File: src/rtl/mc_controller_pkg.sv
// Shared definitions for the multicycle controller: opcode/funct values,
// ALU control encodings, datapath select codes and the FSM state type.
// Optional feature macro: MC_CONTROLLER_JUMP_EN (adds j instruction support).
package mc_controller_pkg;

    localparam int unsigned OP_W    = 6;
    localparam int unsigned FUNCT_W = 6;
    localparam int unsigned ALUC_W  = 3;
    localparam int unsigned ALUOP_W = 2;
    localparam int unsigned SEL_W   = 2;
    localparam int unsigned STATE_W = 4;

    // Opcodes (instr[31:26])
    localparam logic [OP_W-1:0] OP_RTYPE = 6'b000000;
    localparam logic [OP_W-1:0] OP_LW    = 6'b100011;
    localparam logic [OP_W-1:0] OP_SW    = 6'b101011;
    localparam logic [OP_W-1:0] OP_BEQ   = 6'b000100;
    localparam logic [OP_W-1:0] OP_ADDI  = 6'b001000;
`ifdef MC_CONTROLLER_JUMP_EN
    localparam logic [OP_W-1:0] OP_J     = 6'b000010;
`endif

    // R-type function codes (instr[5:0])
    localparam logic [FUNCT_W-1:0] FN_ADD = 6'b100000;
    localparam logic [FUNCT_W-1:0] FN_SUB = 6'b100010;
    localparam logic [FUNCT_W-1:0] FN_AND = 6'b100100;
    localparam logic [FUNCT_W-1:0] FN_OR  = 6'b100101;
    localparam logic [FUNCT_W-1:0] FN_SLT = 6'b101010;

    // ALU operation codes; ALU_NONE is the unused code (ALU result 0)
    localparam logic [ALUC_W-1:0] ALU_AND  = 3'b000;
    localparam logic [ALUC_W-1:0] ALU_OR   = 3'b001;
    localparam logic [ALUC_W-1:0] ALU_ADD  = 3'b010;
    localparam logic [ALUC_W-1:0] ALU_NONE = 3'b011;
    localparam logic [ALUC_W-1:0] ALU_SUB  = 3'b110;
    localparam logic [ALUC_W-1:0] ALU_SLT  = 3'b111;

    // FSM-to-aludec operation request
    localparam logic [ALUOP_W-1:0] ALUOP_ADD   = 2'b00;
    localparam logic [ALUOP_W-1:0] ALUOP_SUB   = 2'b01;
    localparam logic [ALUOP_W-1:0] ALUOP_FUNCT = 2'b10;

    // ALU B operand select
    localparam logic [SEL_W-1:0] SRCB_REG   = 2'b00;
    localparam logic [SEL_W-1:0] SRCB_FOUR  = 2'b01;
    localparam logic [SEL_W-1:0] SRCB_IMM   = 2'b10;
    localparam logic [SEL_W-1:0] SRCB_IMMSH = 2'b11;

    // Next-PC select
    localparam logic [SEL_W-1:0] PCSRC_ALU    = 2'b00;
    localparam logic [SEL_W-1:0] PCSRC_ALUOUT = 2'b01;
`ifdef MC_CONTROLLER_JUMP_EN
    localparam logic [SEL_W-1:0] PCSRC_JUMP   = 2'b10;
`endif

    // State encodings (legacy-compatible constants backing the enum)
    localparam logic [STATE_W-1:0] S_FETCH    = 4'd0;
    localparam logic [STATE_W-1:0] S_DECODE   = 4'd1;
    localparam logic [STATE_W-1:0] S_MEMADR   = 4'd2;
    localparam logic [STATE_W-1:0] S_MEMRD    = 4'd3;
    localparam logic [STATE_W-1:0] S_MEMWB    = 4'd4;
    localparam logic [STATE_W-1:0] S_MEMWR    = 4'd5;
    localparam logic [STATE_W-1:0] S_EXECUTE  = 4'd6;
    localparam logic [STATE_W-1:0] S_ALUWB    = 4'd7;
    localparam logic [STATE_W-1:0] S_BRANCH   = 4'd8;
    localparam logic [STATE_W-1:0] S_ADDIEXEC = 4'd9;
    localparam logic [STATE_W-1:0] S_ADDIWB   = 4'd10;
`ifdef MC_CONTROLLER_JUMP_EN
    localparam logic [STATE_W-1:0] S_JUMP     = 4'd11;
`endif

    typedef enum logic [STATE_W-1:0] {
        FETCH    = S_FETCH,
        DECODE   = S_DECODE,
        MEMADR   = S_MEMADR,
        MEMRD    = S_MEMRD,
        MEMWB    = S_MEMWB,
        MEMWR    = S_MEMWR,
        EXECUTE  = S_EXECUTE,
        ALUWB    = S_ALUWB,
        BRANCH   = S_BRANCH,
        ADDIEXEC = S_ADDIEXEC,
`ifdef MC_CONTROLLER_JUMP_EN
        ADDIWB   = S_ADDIWB,
        JUMP     = S_JUMP
`else
        ADDIWB   = S_ADDIWB
`endif
    } state_t;

endpackage

File: src/rtl/mc_controller_aludec.sv
// ALU decoder: turns the FSM's aluop request and the R-type funct field
// into the 3-bit ALU operation code. Purely combinational.
//   i_aluop       2  00 add, 01 sub, 10 decode funct
//   i_funct       6  R-type function field
//   o_alucontrol  3  ALU operation code
module mc_controller_aludec
    import mc_controller_pkg::*;
(
    input  logic [ALUOP_W-1:0] i_aluop,
    input  logic [FUNCT_W-1:0] i_funct,
    output logic [ALUC_W-1:0]  o_alucontrol
);

    always_comb begin
        o_alucontrol = ALU_NONE;
        case (i_aluop)
            ALUOP_ADD: o_alucontrol = ALU_ADD;
            ALUOP_SUB: o_alucontrol = ALU_SUB;
            ALUOP_FUNCT: begin
                case (i_funct)
                    FN_ADD:  o_alucontrol = ALU_ADD;
                    FN_SUB:  o_alucontrol = ALU_SUB;
                    FN_AND:  o_alucontrol = ALU_AND;
                    FN_OR:   o_alucontrol = ALU_OR;
                    FN_SLT:  o_alucontrol = ALU_SLT;
                    default: o_alucontrol = ALU_NONE;
                endcase
            end
            default: o_alucontrol = ALU_NONE;
        endcase
    end

endmodule

File: src/rtl/mc_controller.sv
// Multicycle MIPS-style control unit: Moore FSM sequencing fetch, decode and
// per-instruction execute/writeback steps, driving datapath enables/selects.
// Feature macro: MC_CONTROLLER_JUMP_EN adds the JUMP state for op 000010;
// without it that opcode decodes as a NOP.
// Ports:
//   clk, reset (async, active high)
//   op[5:0], funct[5:0], zero           instruction fields, ALU zero flag
//   pcen                                 pcwrite | (branch & zero), combinational
//   irwrite, memwrite, regwrite          write enables
//   iord, alusrca, regdst, memtoreg      mux selects
//   alusrcb[1:0], pcsrc[1:0]             ALU B / next-PC selects
//   alucontrol[2:0]                      ALU operation
module mc_controller
    import mc_controller_pkg::*;
(
    input  logic               clk,
    input  logic               reset,
    input  logic [OP_W-1:0]    op,
    input  logic [FUNCT_W-1:0] funct,
    input  logic               zero,
    output logic               pcen,
    output logic               irwrite,
    output logic               memwrite,
    output logic               regwrite,
    output logic               iord,
    output logic               alusrca,
    output logic               regdst,
    output logic               memtoreg,
    output logic [SEL_W-1:0]   alusrcb,
    output logic [SEL_W-1:0]   pcsrc,
    output logic [ALUC_W-1:0]  alucontrol
);

    state_t              r_state;
    state_t              w_next_state;
    logic                w_pcwrite;
    logic                w_branch;
    logic                w_alu_en;
    logic [ALUOP_W-1:0]  w_aluop;
    logic [ALUC_W-1:0]   w_alucontrol;

    // State register; reset abandons any partial instruction.
    always_ff @(posedge clk or posedge reset) begin
        if (reset) r_state <= FETCH;
        else       r_state <= w_next_state;
    end

    // Next-state and Moore output decode; outputs held at 0 while in reset.
    always_comb begin
        w_next_state = FETCH;
        w_pcwrite    = 1'b0;
        w_branch     = 1'b0;
        w_alu_en     = 1'b0;
        w_aluop      = ALUOP_ADD;
        irwrite      = 1'b0;
        memwrite     = 1'b0;
        regwrite     = 1'b0;
        iord         = 1'b0;
        alusrca      = 1'b0;
        regdst       = 1'b0;
        memtoreg     = 1'b0;
        alusrcb      = SRCB_REG;
        pcsrc        = PCSRC_ALU;

        case (r_state)
            FETCH:    w_next_state = DECODE;
            DECODE: begin
                case (op)
                    OP_LW, OP_SW: w_next_state = MEMADR;
                    OP_RTYPE:     w_next_state = EXECUTE;
                    OP_BEQ:       w_next_state = BRANCH;
                    OP_ADDI:      w_next_state = ADDIEXEC;
`ifdef MC_CONTROLLER_JUMP_EN
                    OP_J:         w_next_state = JUMP;
`endif
                    default:      w_next_state = FETCH;
                endcase
            end
            // Only lw/sw reach MEMADR, so anything but sw is a load.
            MEMADR:   w_next_state = (op == OP_SW) ? MEMWR : MEMRD;
            MEMRD:    w_next_state = MEMWB;
            EXECUTE:  w_next_state = ALUWB;
            ADDIEXEC: w_next_state = ADDIWB;
            default:  w_next_state = FETCH;
        endcase

        if (!reset) begin
            case (r_state)
                FETCH: begin
                    irwrite   = 1'b1;
                    w_pcwrite = 1'b1;
                    alusrcb   = SRCB_FOUR;
                    w_alu_en  = 1'b1;
                end
                DECODE: begin
                    alusrcb  = SRCB_IMMSH;
                    w_alu_en = 1'b1;
                end
                MEMADR, ADDIEXEC: begin
                    alusrca  = 1'b1;
                    alusrcb  = SRCB_IMM;
                    w_alu_en = 1'b1;
                end
                MEMRD: iord = 1'b1;
                MEMWB: begin
                    memtoreg = 1'b1;
                    regwrite = 1'b1;
                end
                MEMWR: begin
                    iord     = 1'b1;
                    memwrite = 1'b1;
                end
                EXECUTE: begin
                    alusrca  = 1'b1;
                    w_aluop  = ALUOP_FUNCT;
                    w_alu_en = 1'b1;
                end
                ALUWB: begin
                    regdst   = 1'b1;
                    regwrite = 1'b1;
                end
                BRANCH: begin
                    alusrca  = 1'b1;
                    w_aluop  = ALUOP_SUB;
                    w_alu_en = 1'b1;
                    pcsrc    = PCSRC_ALUOUT;
                    w_branch = 1'b1;
                end
                ADDIWB: regwrite = 1'b1;
`ifdef MC_CONTROLLER_JUMP_EN
                JUMP: begin
                    pcsrc     = PCSRC_JUMP;
                    w_pcwrite = 1'b1;
                end
`endif
                default: ;
            endcase
        end
    end

    mc_controller_aludec aludec (
        .i_aluop      (w_aluop),
        .i_funct      (funct),
        .o_alucontrol (w_alucontrol)
    );

    // States that do not use the ALU present alucontrol = 0.
    assign alucontrol = w_alu_en ? w_alucontrol : ALUC_W'(0);
    assign pcen       = w_pcwrite | (w_branch & zero);

endmodule

File: config.mk
export PLATFORM = sky130hd
export DESIGN_NAME = mc_controller
export DESIGN_NICKNAME = d
export VERILOG_FILES = /design/src/rtl/mc_controller_pkg.sv /design/src/rtl/mc_controller_aludec.sv /design/src/rtl/mc_controller.sv
export SDC_FILE = /design/constraint.sdc
export NUM_CORES = 1
export LEC_CHECK = 0
export BUFFER_PORTS_ARGS = -buffer_cell sky130_fd_sc_hd__buf_4
export CAP_MARGIN = 20
export CORE_MARGIN = 2
export CORE_UTILIZATION = 37
export DETAILED_ROUTE_END_ITERATION = 7
export PLACE_DENSITY = 0.72
export SYNTH_ARGS = -nofsm -noshare
export SYNTH_HDL_FRONTEND = slang
export SYNTH_SLANG_ARGS = --single-unit
File: constraint.sdc
create_clock -name clk -period 1.5 [get_ports clk]
set_clock_uncertainty 0.15 [all_clocks]
set_input_delay 0.225 -clock clk [delete_from_list [all_inputs] [get_ports clk]]
set_output_delay 0.225 -clock clk [all_outputs]
set_load 0.005 [all_outputs]
==> results of run 1 <==
==> cell families after synthesis <==
logic type,after synthesis,synth area share [%]
AO/OA/AOI/OAI,20,29.0
XOR/XNOR,2,3.44
buffers and inverters,11,10.1
flip-flops,4,19.7
other,1,0.736
AND/OR/NAND/NOR,29,37.1
==> stage by stage <==
step	instance area, um^2	power [mW]	hold slack, ns	utilization (%)
after global routing	1120	1.15	0.0378	86.2
after CTS	1020	0.968	0.0117	78.3
after floorplan	544	0.424	0.132	-
after detailed placement	902	0.705	0.260	69.3
after global placement	902	0.697	0.250	69.3
final	1120	1.10	0.0329	86.2
==> power groups by stage <==
stage	Clock (mW)	Sequential, mW	Combinational, mW
floorplan	0	0.151	0.273
global placement	0	0.161	0.536
detailed placement	0	0.161	0.544
CTS	0.160	0.159	0.649
global route	0.168	0.170	0.816
finish	0.158	0.167	0.770
==> cell type report <==
class / instances / area, um^2 / area share (%)
Tap cell: 15 / 18.8 / 1.67
Inverter: 4 / 15.0 / 1.34
Multi-Input combinational cell: 52 / 489 / 43.6
Timing Repair Buffer: 59 / 469 / 41.9
Sequential cell: 4 / 103 / 9.15
Clock buffer: 4 / 26.3 / 2.34
==> repair_timing <==
item / 4_1_cts / 5_1_grt
setup buffers: 5 / 3
endpoints found under the setup margin: 17 / 17
pin swaps: 4 / 6
gates resized for setup: 10 / 16
==> tightest hold or removal path, cell delays in order <==
cell	delay, ns
sky130_fd_sc_hd__buf_4	0.11
sky130_fd_sc_hd__buf_4	0.19
sky130_fd_sc_hd__inv_1	0.09
sky130_fd_sc_hd__buf_4	0.14
==> per-layer routing <==
layer | part of all wire (%) | wire length (um) | track usage [%] | vias up
li1 | - | - | - | 363
met5 | 0 | 0 | 0 | -
met2 | 54 | 1270 | 50.0 | 38
met4 | 4.3 | 102 | 14.5 | 0
met3 | 3.6 | 85 | 2.17 | 14
met1 | 38 | 892 | 27.1 | 373
==> final timing paths <==
path                            startpoint         end  cells past startpoint
worst min-delay path                 reset  r_state[2]                      4
worst max register to register  r_state[3]  r_state[1]                      5
min in group clk                     op[3]  r_state[2]                      2
worst min register to register  r_state[3]  r_state[0]                      2
max in group asynchronous            reset  r_state[1]                      4
worst max-delay path            r_state[3]    regwrite                      5
==> cell usage in the layout (no fill, tap or decap), types with 2 or more instances in the layout <==
| cell type | n |
|---|---|
| sky130_fd_sc_hd__buf_4 | 52 |
| sky130_fd_sc_hd__buf_6 | 7 |
| sky130_fd_sc_hd__a21oi_1 | 5 |
| sky130_fd_sc_hd__a21o_1 | 3 |
| sky130_fd_sc_hd__nor2_1 | 3 |
| sky130_fd_sc_hd__clkbuf_4 | 3 |
| sky130_fd_sc_hd__inv_2 | 2 |
| sky130_fd_sc_hd__nand2_2 | 2 |
| sky130_fd_sc_hd__nor2b_1 | 2 |
| sky130_fd_sc_hd__nor4b_4 | 2 |
| sky130_fd_sc_hd__or3b_4 | 2 |
| sky130_fd_sc_hd__o32ai_2 | 2 |
| sky130_fd_sc_hd__nand3_1 | 2 |
| sky130_fd_sc_hd__inv_1 | 2 |
| sky130_fd_sc_hd__nor4_4 | 2 |
| sky130_fd_sc_hd__nand2_1 | 2 |
| sky130_fd_sc_hd__or3_1 | 2 |
| sky130_fd_sc_hd__a211oi_2 | 2 |
| sky130_fd_sc_hd__dfrtp_1 | 2 |
| sky130_fd_sc_hd__dfrtp_2 | 2 |
==> reports/results.env, run 1 <==
SYNTH_MOST_COMMON_CELL='sky130_fd_sc_hd__a21oi_1'
SYNTH-EDFF-COUNT=0
ROUTED_WL_UM=2350
RRSETUPSLACK_NS=-0.18
WORST_EP_ARRIVAL_TIME_NS=1.64
DRC=0
CRIT_PATH_MAX_INCR_DELAY_NS=0.43
CLOCK_LATENCY_NS=0.25
CRIT_PATH_END_KIND='primary output'
FINAL-HOLD-VIOLATION-COUNT=0
POST-ROUTE-MIN-PERIOD_NS=2.01
FINISH.NET_COUNT=139
POSTROUTEANTENNANETS=0
GRT_FIRST_PASS_WIRELENGTH_UM=2850
SYNTH_TOP_CELLS_BY_AREA='sky130_fd_sc_hd__dfrtp_1 20%, sky130_fd_sc_hd__a21oi_1 5.9%, sky130_fd_sc_hd__nor4_1 4.9%'
ANTENNA_CELLS=0
REGMOSTFLOPS='r_state'
SYNTHTOPCELLSBYCOUNT='6 x sky130_fd_sc_hd__a21oi_1, 4 x sky130_fd_sc_hd__dfrtp_1, 4 x sky130_fd_sc_hd__nand2_1, 4 x sky130_fd_sc_hd__nor4_1'
TIMING.SETUP.TNS_NS=-5.22
COUNT_OF_FILLER_CELLS_INSERTED_IN_THE_LAYOUT=77
FIN_CELLS=138
FINAL-SETUP-VIOL-COUNT=17
ROUTABILITYCONGESTION=0.763
POWERDENSITY_nW_PER_UM2=977
CLOCK_TREE.HTREE_LEVEL_COUNT=1
REPORT.FINAL.SLEW_VIOL_COUNT=0
UNREPAIRED_SETUP_ENDPOINTS_AFTER_GLOBAL_ROUTING='true'
SYNTH_TOP_AREA_SHARE_PCT=19.7
POWER.SWITCHING_uW=423
SYN_AREA_PER_CELL_UM2=7.60
FIRSTDRTPASSITERS=4
HPWL_UM=1420
POSTSYNTH.ASYNCRESETSHARE_PCT=100
ACHIEVABLE-FREQUENCY_GHz=0.497
DIE_Y_UM=41.1
DETAIL_ROUTE.WL_PER_CELL_UM=17.0
CTS-ROOT-BUF='sky130_fd_sc_hd__clkbuf_4'
FAILED_CHECKS='setup timing'
CRITICAL_PATH_PEAK_FANOUT=5
LAYOUT-DRIVE-GT1-SHARE_PCT=69.1
MAX-SLEW-MARGIN-REL_PCT=57.8
YOSYS_WARNINGS=0
FRACTION_OF_THE_CYCLE_THE_FINAL_WORST_PATH_NEEDS_PCT=134
TIMING.CRITICAL_PATH.BUF_INV=2
CTS_MAX_PATH_BUFFERS=2
SYNTH.LARGEST_AREA_CELL='sky130_fd_sc_hd__dfrtp_1'
INTPOWER_uW=672
SYNTH_AREA_UM2=509
NUMPLACEDINSTANCES=126
DP_WORST_SLACK_NS=-0.215
TRITONCTS_CLOCK_TREE='done'
HOLD_CLASS='in2async'
CLOCK_POWER_SHARE_PCT=14.4
CELLLEAKAGEPOWER_nW=0.512
MAX-CAP-VIOLATIONS=0
YS_SEQ_ELEMENTS=4
GRT_START_MAX_NET_PINS=10
CTS-HOLD-FIX-BUFFERS=0
NETSWITCHINGFRACTION_PCT=38.6
FP.DIEAREA_UM2=1690
WORST_PATH_DOMINANT_CELL_FAMILY='flip-flops'
PEAKVDDDROP_mV=0.693
ANTENNA_FOUND_INITIAL=0
GRT_RESIDUAL_OVERFLOW=0
CRITICAL_PATH_REQUIRED_NS=1.12
CRITPATHLAUNCHTYPE='register'
SYNTHESIS_TO_FINISH_AREA_GROWTH_PCT=120
MOST_USED_FLIP_FLOP_CELL_AFTER_SYNTHESIS='sky130_fd_sc_hd__dfrtp_1'
STARTING_UTILIZATION_OF_THE_CORE_AREA_PCT=39.1
DRT-INITIAL-DRC-COUNT=8
WORST_SETUP_HOLD_PATH_CLK_SLEW_NS=0.05
POWER.SEQUENTIAL.FRACTION_PCT=15.2
WORSTSETUPPATHTYPE='reg2out'
POWER.SHARE.COMBINATIONAL_PCT=70.3
LARGEST_REGISTER_FFS=4
SYNTH.YOSYS.SEQ_AREA_SHARE_PCT=19.7
LARGEST_REGISTERS='r_state (4)'
ROWS=13
PORTBUFFERS=28
CTS_BUFFERS=3
BOUNDARYPINS=30
WORSTPATHCELLLIST='buf_4 -> or3b_4 -> a21o_1 -> a21oi_2 -> buf_4'
DIEWIDTH_UM=41.1
RESULT_OF_THE_RUN='complete, but fails checks'
CRITICAL-PATH-SLOWEST-CELL='sky130_fd_sc_hd__dfrtp_1'
WORST_SLEW_PIN_SLEW_NS=0.617
CORE_UM2=1300
DR_TOTAL_VIAS=788
DRT-VIAS-PER-INSTANCE=5.71
FINAL.SETUP.WORST_SLACK_NS=-0.514
COUNT_OF_MAPPED_CELLS_OUT_OF_SYNTHESIS=67
DOMINANT_CELL_TYPE_BY_COUNT_ON_THE_CRITICAL_PATH='sky130_fd_sc_hd__buf_4'
GLOBAL_ROUTE.USAGE.TOTAL_PCT=26.1
CTS.SINKS=4
YS_TYPES=38
SYNTH.NET_COUNT=82
GRT_PASS1_VIAS=682
(Power assumes the default switching activity.)
==> inputs of run 2 (changes only) <==
--- a/config.mk
+++ b/config.mk
@@ -11,6 +11,7 @@
 export CORE_UTILIZATION = 37
 export DETAILED_ROUTE_END_ITERATION = 7
 export PLACE_DENSITY = 0.72
+export SETUP_SLACK_MARGIN = 0.3
 export SYNTH_ARGS = -nofsm -noshare
 export SYNTH_HDL_FRONTEND = slang
 export SYNTH_SLANG_ARGS = --single-unit
==> constraint.sdc (replaced) <==
create_clock -name clk -period 1.5 [get_ports clk]
set_clock_uncertainty 0.15 [all_clocks]
set_input_delay 0.15 -clock clk [delete_from_list [all_inputs] [get_ports clk]]
set_output_delay 0.15 -clock clk [all_outputs]
set_load 0.005 [all_outputs]
==> reports/results.env, run 2 (synthesized netlist as in run 1, its figures left out) <==
DIEWIDTH_UM=41.1
FP.DIEAREA_UM2=1690
HOLD_CLASS='in2reg'
MULTI_INPUT_AREA_UM2=487
HP-START='op[3]'
PORTBUFFERS=28
STARTING_UTILIZATION_OF_THE_CORE_AREA_PCT=39.1
NETSWITCHINGFRACTION_PCT=40.5
LAYOUT.CELLS.MOST_COMMON_LIST='42 x sky130_fd_sc_hd__buf_4, 5 x sky130_fd_sc_hd__a21oi_2, 4 x sky130_fd_sc_hd__buf_6'
FINISH.NET_COUNT=128
NUMPLACEDINSTANCES=117
CORE_UM2=1300
GRT_RESIDUAL_OVERFLOW=0
DR_TOTAL_VIAS=714
FIN_CELLS=127
AREA.SEQUENTIAL_UM2=104
WORST_SETUP_HOLD_PATH_CLK_SLEW_NS=0.04
POSTROUTEANTENNANETS=0
ROUTED_WL_UM=1960
WORST_HOLD_PATH.ENDPOINT='r_state[0]'
CRIT-REG2REG-CAPTURE='r_state[1]'
ANTENNA_CELLS=0
WHS_PATH_DEPTH=3
RESULT_OF_THE_RUN='complete, but fails checks'
TRITONCTS_CLOCK_TREE='done'
CTS_BUFFERS=3
POWER.SEQUENTIAL.FRACTION_PCT=17.2
FIRSTDRTPASSITERS=4
DRT-VIAS-PER-INSTANCE=5.62
CRIT-REG2REG-LAUNCH='r_state[0]'
CLOCK_LATENCY_NS=0.24
COUNT_OF_FILLER_CELLS_INSERTED_IN_THE_LAYOUT=91
DETAIL_ROUTE.WL_PER_CELL_UM=15.5
FIN_HOLD_WS_NS=0.0775
HPWL_UM=1370
WORST_EP_ARRIVAL_TIME_NS=1.60
CLOCK_POWER_SHARE_PCT=15.4
GRT_PASS1_VIAS=645
DRT-INITIAL-DRC-COUNT=7
CLOCK_TREE.HTREE_LEVEL_COUNT=1
DRC=0
INTPOWER_uW=575
CRIT_PATH_END_KIND='primary output'
ROUTABILITYCONGESTION=0.723
POST-ROUTE-MIN-PERIOD_NS=1.90
REPORT.FINAL.SLEW_VIOL_COUNT=0
ROWS=13
PEAKVDDDROP_mV=0.554
GRT_START_MAX_NET_PINS=11
GLOBAL_ROUTE.USAGE.TOTAL_PCT=25.4
REGMOSTFLOPS='r_state'
LAYOUT.CELLS.MOST_COMMON='sky130_fd_sc_hd__buf_4'
UNREPAIRED_SETUP_ENDPOINTS_AFTER_GLOBAL_ROUTING='true'
ACHIEVABLE-FREQUENCY_GHz=0.527
FINAL.SETUP.WORST_SLACK_NS=-0.398
BOUNDARYPINS=30
WORSTSETUPPATHTYPE='reg2out'
FAILED_CHECKS='setup timing'
WORST_R2R_PATH_DEPTH=3
POWER.SWITCHING_uW=392
CELLLEAKAGEPOWER_nW=0.444
POWER.SHARE.COMBINATIONAL_PCT=67.4
CRITICAL_PATH_PEAK_FANOUT=6
LARGEST_REGISTERS='r_state (4)'
CTS_MAX_PATH_BUFFERS=2
FRACTION_OF_THE_CYCLE_THE_FINAL_WORST_PATH_NEEDS_PCT=127
CRITPATHLAUNCHTYPE='register'
LARGEST_REGISTER_FFS=4
GRT_FIRST_PASS_WIRELENGTH_UM=2800
SYNTHESIS_TO_FINISH_AREA_GROWTH_PCT=103
TIMING.CRITICAL_PATH.FROM='r_state[3]'
MAX-CAP-VIOLATIONS=0
DIE_Y_UM=41.1
FINAL-SETUP-VIOL-COUNT=17
LAYOUT-DRIVE-GT1-SHARE_PCT=68.8
CTS.SINKS=4
CTS-ROOT-BUF='sky130_fd_sc_hd__clkbuf_4'
FINAL-HOLD-VIOLATION-COUNT=0
POWERDENSITY_nW_PER_UM2=936
ANTENNA_FOUND_INITIAL=0
CRITICAL_PATH_REQUIRED_NS=1.20
RRSETUPSLACK_NS=-0.16
[run 2: what timing repair did]
| item | CTS | global route |
|---|---|---|
| setup endpoints to repair | 18 | 18 |
| hold buffers | 2 | 0 |
| hold endpoints to repair | 5 | 0 |
| pin swaps | 8 | 2 |
| gates resized for setup | 10 | 15 |
| buffers inserted | 3 | 1 |
[run 2: worst max path at each step]
stage                                to  slack (ns)  cells after the start
after floorplan           alucontrol[2]       0.009                      3
after global placement       alusrcb[1]       -0.15                      3
after detailed placement     r_state[1]       -0.15                      3
after CTS                 alucontrol[2]       -0.41                      4
after global routing      alucontrol[2]       -0.48                      4
final                     alucontrol[2]       -0.40                      4
[run 2: cell type report]
type | count | share of cell area, %
inverters | 4 | 1.69
well taps | 15 | 1.82
clock buffers | 4 | 2.54
flip-flops and latches | 4 | 10.0
multi-input cells | 52 | 47.1
repair buffers | 48 | 36.8
[run 2: through the flow]
step	power, mW	setup TNS (ns)	utilization, %	cell area, um^2	setup slack [ns]
floorplan	0.442	0	-	577	0.00901
global placement	0.645	-0.652	66.3	863	-0.148
detailed placement	0.659	-0.883	66.3	863	-0.153
CTS	0.903	-3.80	75.1	977	-0.413
global route	1.03	-4.92	79.4	1030	-0.485
finish	0.967	-3.85	79.4	1030	-0.398
[run 2: power by group through the flow]
| stage | combinational, mW | clock, mW | sequential [mW] |
|---|---|---|---|
| floorplan | 0.290 | 0 | 0.152 |
| CTS | 0.584 | 0.160 | 0.160 |
| global placement | 0.487 | 0 | 0.158 |
| global route | 0.698 | 0.165 | 0.169 |
| detailed placement | 0.498 | 0 | 0.161 |
| finish | 0.652 | 0.148 | 0.167 |
[run 2: per-layer routing]
metal	vias up	share of wire, %	track usage (%)
met5	-	0	0
met4	0	0	7.26
met3	0	6.3	1.63
met2	29	58	50.0
met1	342	36	28.6
li1	343	-	-
[run 2: worst max-delay path: stages (launching register included)]
cell	delay (ns)
sky130_fd_sc_hd__dfrtp_2	0.43
sky130_fd_sc_hd__nand4bb_1	0.18
sky130_fd_sc_hd__or4_1	0.42
sky130_fd_sc_hd__a211oi_2	0.19
sky130_fd_sc_hd__buf_4	0.13
==> inputs of run 3 (changes only) <==
==> constraint.sdc (replaced) <==
create_clock -name clk -period 1.6 [get_ports clk]
set_clock_uncertainty 0.15 [all_clocks]
set_input_delay 0.16 -clock clk [delete_from_list [all_inputs] [get_ports clk]]
set_output_delay 0.16 -clock clk [all_outputs]
set_load 0.005 [all_outputs]
==> reports/results.env, run 3 (synthesized netlist as in run 1, its figures left out) <==
RESULT_OF_THE_RUN='complete, but fails checks'
FAILED_CHECKS='setup timing'
FINAL-HOLD-VIOLATION-COUNT=0
AREA.SEQUENTIAL_UM2=103
REPORT.FINAL.SLEW_VIOL_COUNT=0
DRC=0
DIEWIDTH_UM=41.1
DIE_Y_UM=41.1
WORST_PATH_DOMINANT_CELL_FAMILY='simple AND/OR/NAND/NOR gates'
STARTING_UTILIZATION_OF_THE_CORE_AREA_PCT=39.1
GRT_PASS1_VIAS=608
CRITPATHLAUNCHTYPE='register'
CLOCK_TREE.HTREE_LEVEL_COUNT=1
BOUNDARYPINS=30
LAYOUT-DRIVE-GT1-SHARE_PCT=67.9
FIN_HOLD_WS_NS=0.0348
WORSTSETUPPATHTYPE='reg2out'
MAX-SLEW-MARGIN-REL_PCT=64.7
PEAKVDDDROP_mV=0.573
RRSETUPSLACK_NS=-0.01
ROUTABILITYCONGESTION=0.745
CRIT_PATH_MAX_INCR_DELAY_NS=0.52
CRITICAL_PATH_REQUIRED_NS=1.29
TIMING.CRITICAL_PATH.BUF_INV=1
LARGEST_REGISTERS='r_state (4)'
CTS_BUFFERS=3
HOLD_CLASS='in2reg'
DR_TOTAL_VIAS=695
WORST_SETUP_HOLD_PATH_CLK_SLEW_NS=0.05
LARGEST_REGISTER_FFS=4
CTS.SINKS=4
WORST_HOLD_PATH.ENDPOINT='r_state[2]'
UNREPAIRED_SETUP_ENDPOINTS_AFTER_GLOBAL_ROUTING='true'
TRITONCTS_CLOCK_TREE='done'
CRITICAL-PATH-SLOWEST-CELL='sky130_fd_sc_hd__or3b_2'
CTS-ROOT-BUF='sky130_fd_sc_hd__clkbuf_4'
CRIT_PATH_END_KIND='primary output'
FINISH.NET_COUNT=125
PORTBUFFERS=28
FINAL_AREA_UM2=1040
SYNTHESIS_TO_FINISH_AREA_GROWTH_PCT=105
DRT-INITIAL-DRC-COUNT=12
GRT_START_MAX_NET_PINS=11
WORSTPATHCELLLIST='or3b_2 -> a211oi_2 -> buf_4'
WORST_SLEW_PIN_SLEW_NS=0.517
DETAIL_ROUTE.WL_PER_CELL_UM=16.1
ROWS=13
FP.DIEAREA_UM2=1690
CLOCK_LATENCY_NS=0.24
ACHIEVABLE-FREQUENCY_GHz=0.535
POSTROUTEANTENNANETS=0
WORST_EP_ARRIVAL_TIME_NS=1.56
GRT_RESIDUAL_OVERFLOW=0
MULTI_INPUT_AREA_UM2=493
CORE_UM2=1300
FIRSTDRTPASSITERS=4
ANTENNA_FOUND_INITIAL=0
WHS_PATH_DEPTH=2
CRIT-REG2REG-CAPTURE='r_state[2]'
HP-START='op[3]'
HPWL_UM=1210
FINAL.SETUP.WORST_SLACK_NS=-0.269
LAYOUT.CELLS.MOST_COMMON='sky130_fd_sc_hd__buf_4'
CRIT-REG2REG-LAUNCH='r_state[2]'
ANTENNA_CELLS=0
CRITICAL_PATH_PEAK_FANOUT=8
REGMOSTFLOPS='r_state'
LAYOUT.CELLS.MOST_COMMON_LIST='37 x sky130_fd_sc_hd__buf_4, 5 x sky130_fd_sc_hd__a21oi_2, 4 x sky130_fd_sc_hd__buf_6'
POWERDENSITY_nW_PER_UM2=897
FINAL-SETUP-VIOL-COUNT=14
FRACTION_OF_THE_CYCLE_THE_FINAL_WORST_PATH_NEEDS_PCT=117
GRT_FIRST_PASS_WIRELENGTH_UM=2660
WORST_R2R_PATH_DEPTH=5
GLOBAL_ROUTE.USAGE.TOTAL_PCT=24.0
ROUTED_WL_UM=2000
DRT-VIAS-PER-INSTANCE=5.60
MAX-CAP-VIOLATIONS=0
CTS_MAX_PATH_BUFFERS=2
PLACED_AREA_UM2=832
POST-ROUTE-MIN-PERIOD_NS=1.87
CELLLEAKAGEPOWER_nW=0.442
COUNT_OF_FILLER_CELLS_INSERTED_IN_THE_LAYOUT=79
[run 3: cell types whose count changed in the layout (fill, tap and decap cells not counted), sizes merged]
| cell | change |
|---|---|
| buf | -2 |
| dlygate4sd3 | -1 |
[run 3: worst max path at each step]
stage,cells after the start,slack [ns],start,endpoint
after global placement,5,-0.007,r_state[3],regwrite
final,3,-0.27,r_state[1],alusrcb[1]
after detailed placement,3,-0.009,r_state[1],alusrcb[1]
after global routing,3,-0.35,r_state[1],alusrcb[1]
after CTS,4,-0.26,r_state[3],alucontrol[2]
after floorplan,3,0.1,r_state[3],alucontrol[2]
[run 3: timing repair]
action,4_1_cts,5_1_grt
endpoints found under the setup margin,17,17
resized for setup,15,13
hold buffers,1,0
hold endpoints to repair,4,0
pin swaps,9,4
buffers inserted,5,2
[run 3: metrics by stage]
stage / cells / setup TNS [ns] / power (mW) / util [%] / setup WS [ns]
5_1_grt: 124 / -2.92 / 0.998 / 80.2 / -0.346
6_report: 124 / -1.96 / 0.936 / 80.2 / -0.269
3_3_place_gp: 112 / -0.0112 / 0.593 / 63.9 / -0.00718
2_1_floorplan: 67 / 0 / 0.410 / - / 0.0989
4_1_cts: 122 / -1.90 / 0.840 / 74.8 / -0.259
3_5_place_dp: 112 / -0.0164 / 0.600 / 63.9 / -0.00904
[run 3: metal layers]
layer  global-route usage (%)  up-vias  wire [um]
met5                        0        -          0
met1                     29.1      331        816
met2                     43.0       27       1040
met4                     7.26        0         21
li1                         -      335          -
met3                     3.80        2        113
[run 3: power by group]
| group | switching (mW) | internal (mW) | leakage, nW |
|---|---|---|---|
| combinational | 0.299 | 0.348 | 0.377 |
| sequential | 0.0261 | 0.124 | 0.0500 |
| clock | 0.0453 | 0.0938 | 0.0150 |
[run 3: layout make-up]
| cell class | count | share of cell area (%) |
|---|---|---|
| multi-input combinational | 52 | 47.2 |
| timing repair buffer | 45 | 37.2 |
| sequential | 4 | 9.83 |
| clock buffer | 4 | 2.52 |
| tap | 15 | 1.80 |
| inverter | 4 | 1.44 |
[run 3: worst register-to-register path, delay by kind of cell, from the launching register on]
family                 cells  cell delay, ns
DFF                        1            0.43
and+or+nand+nor            2            0.37
AOI/OAI and AO/OA          1            0.26
buffers and inverters      2            0.28
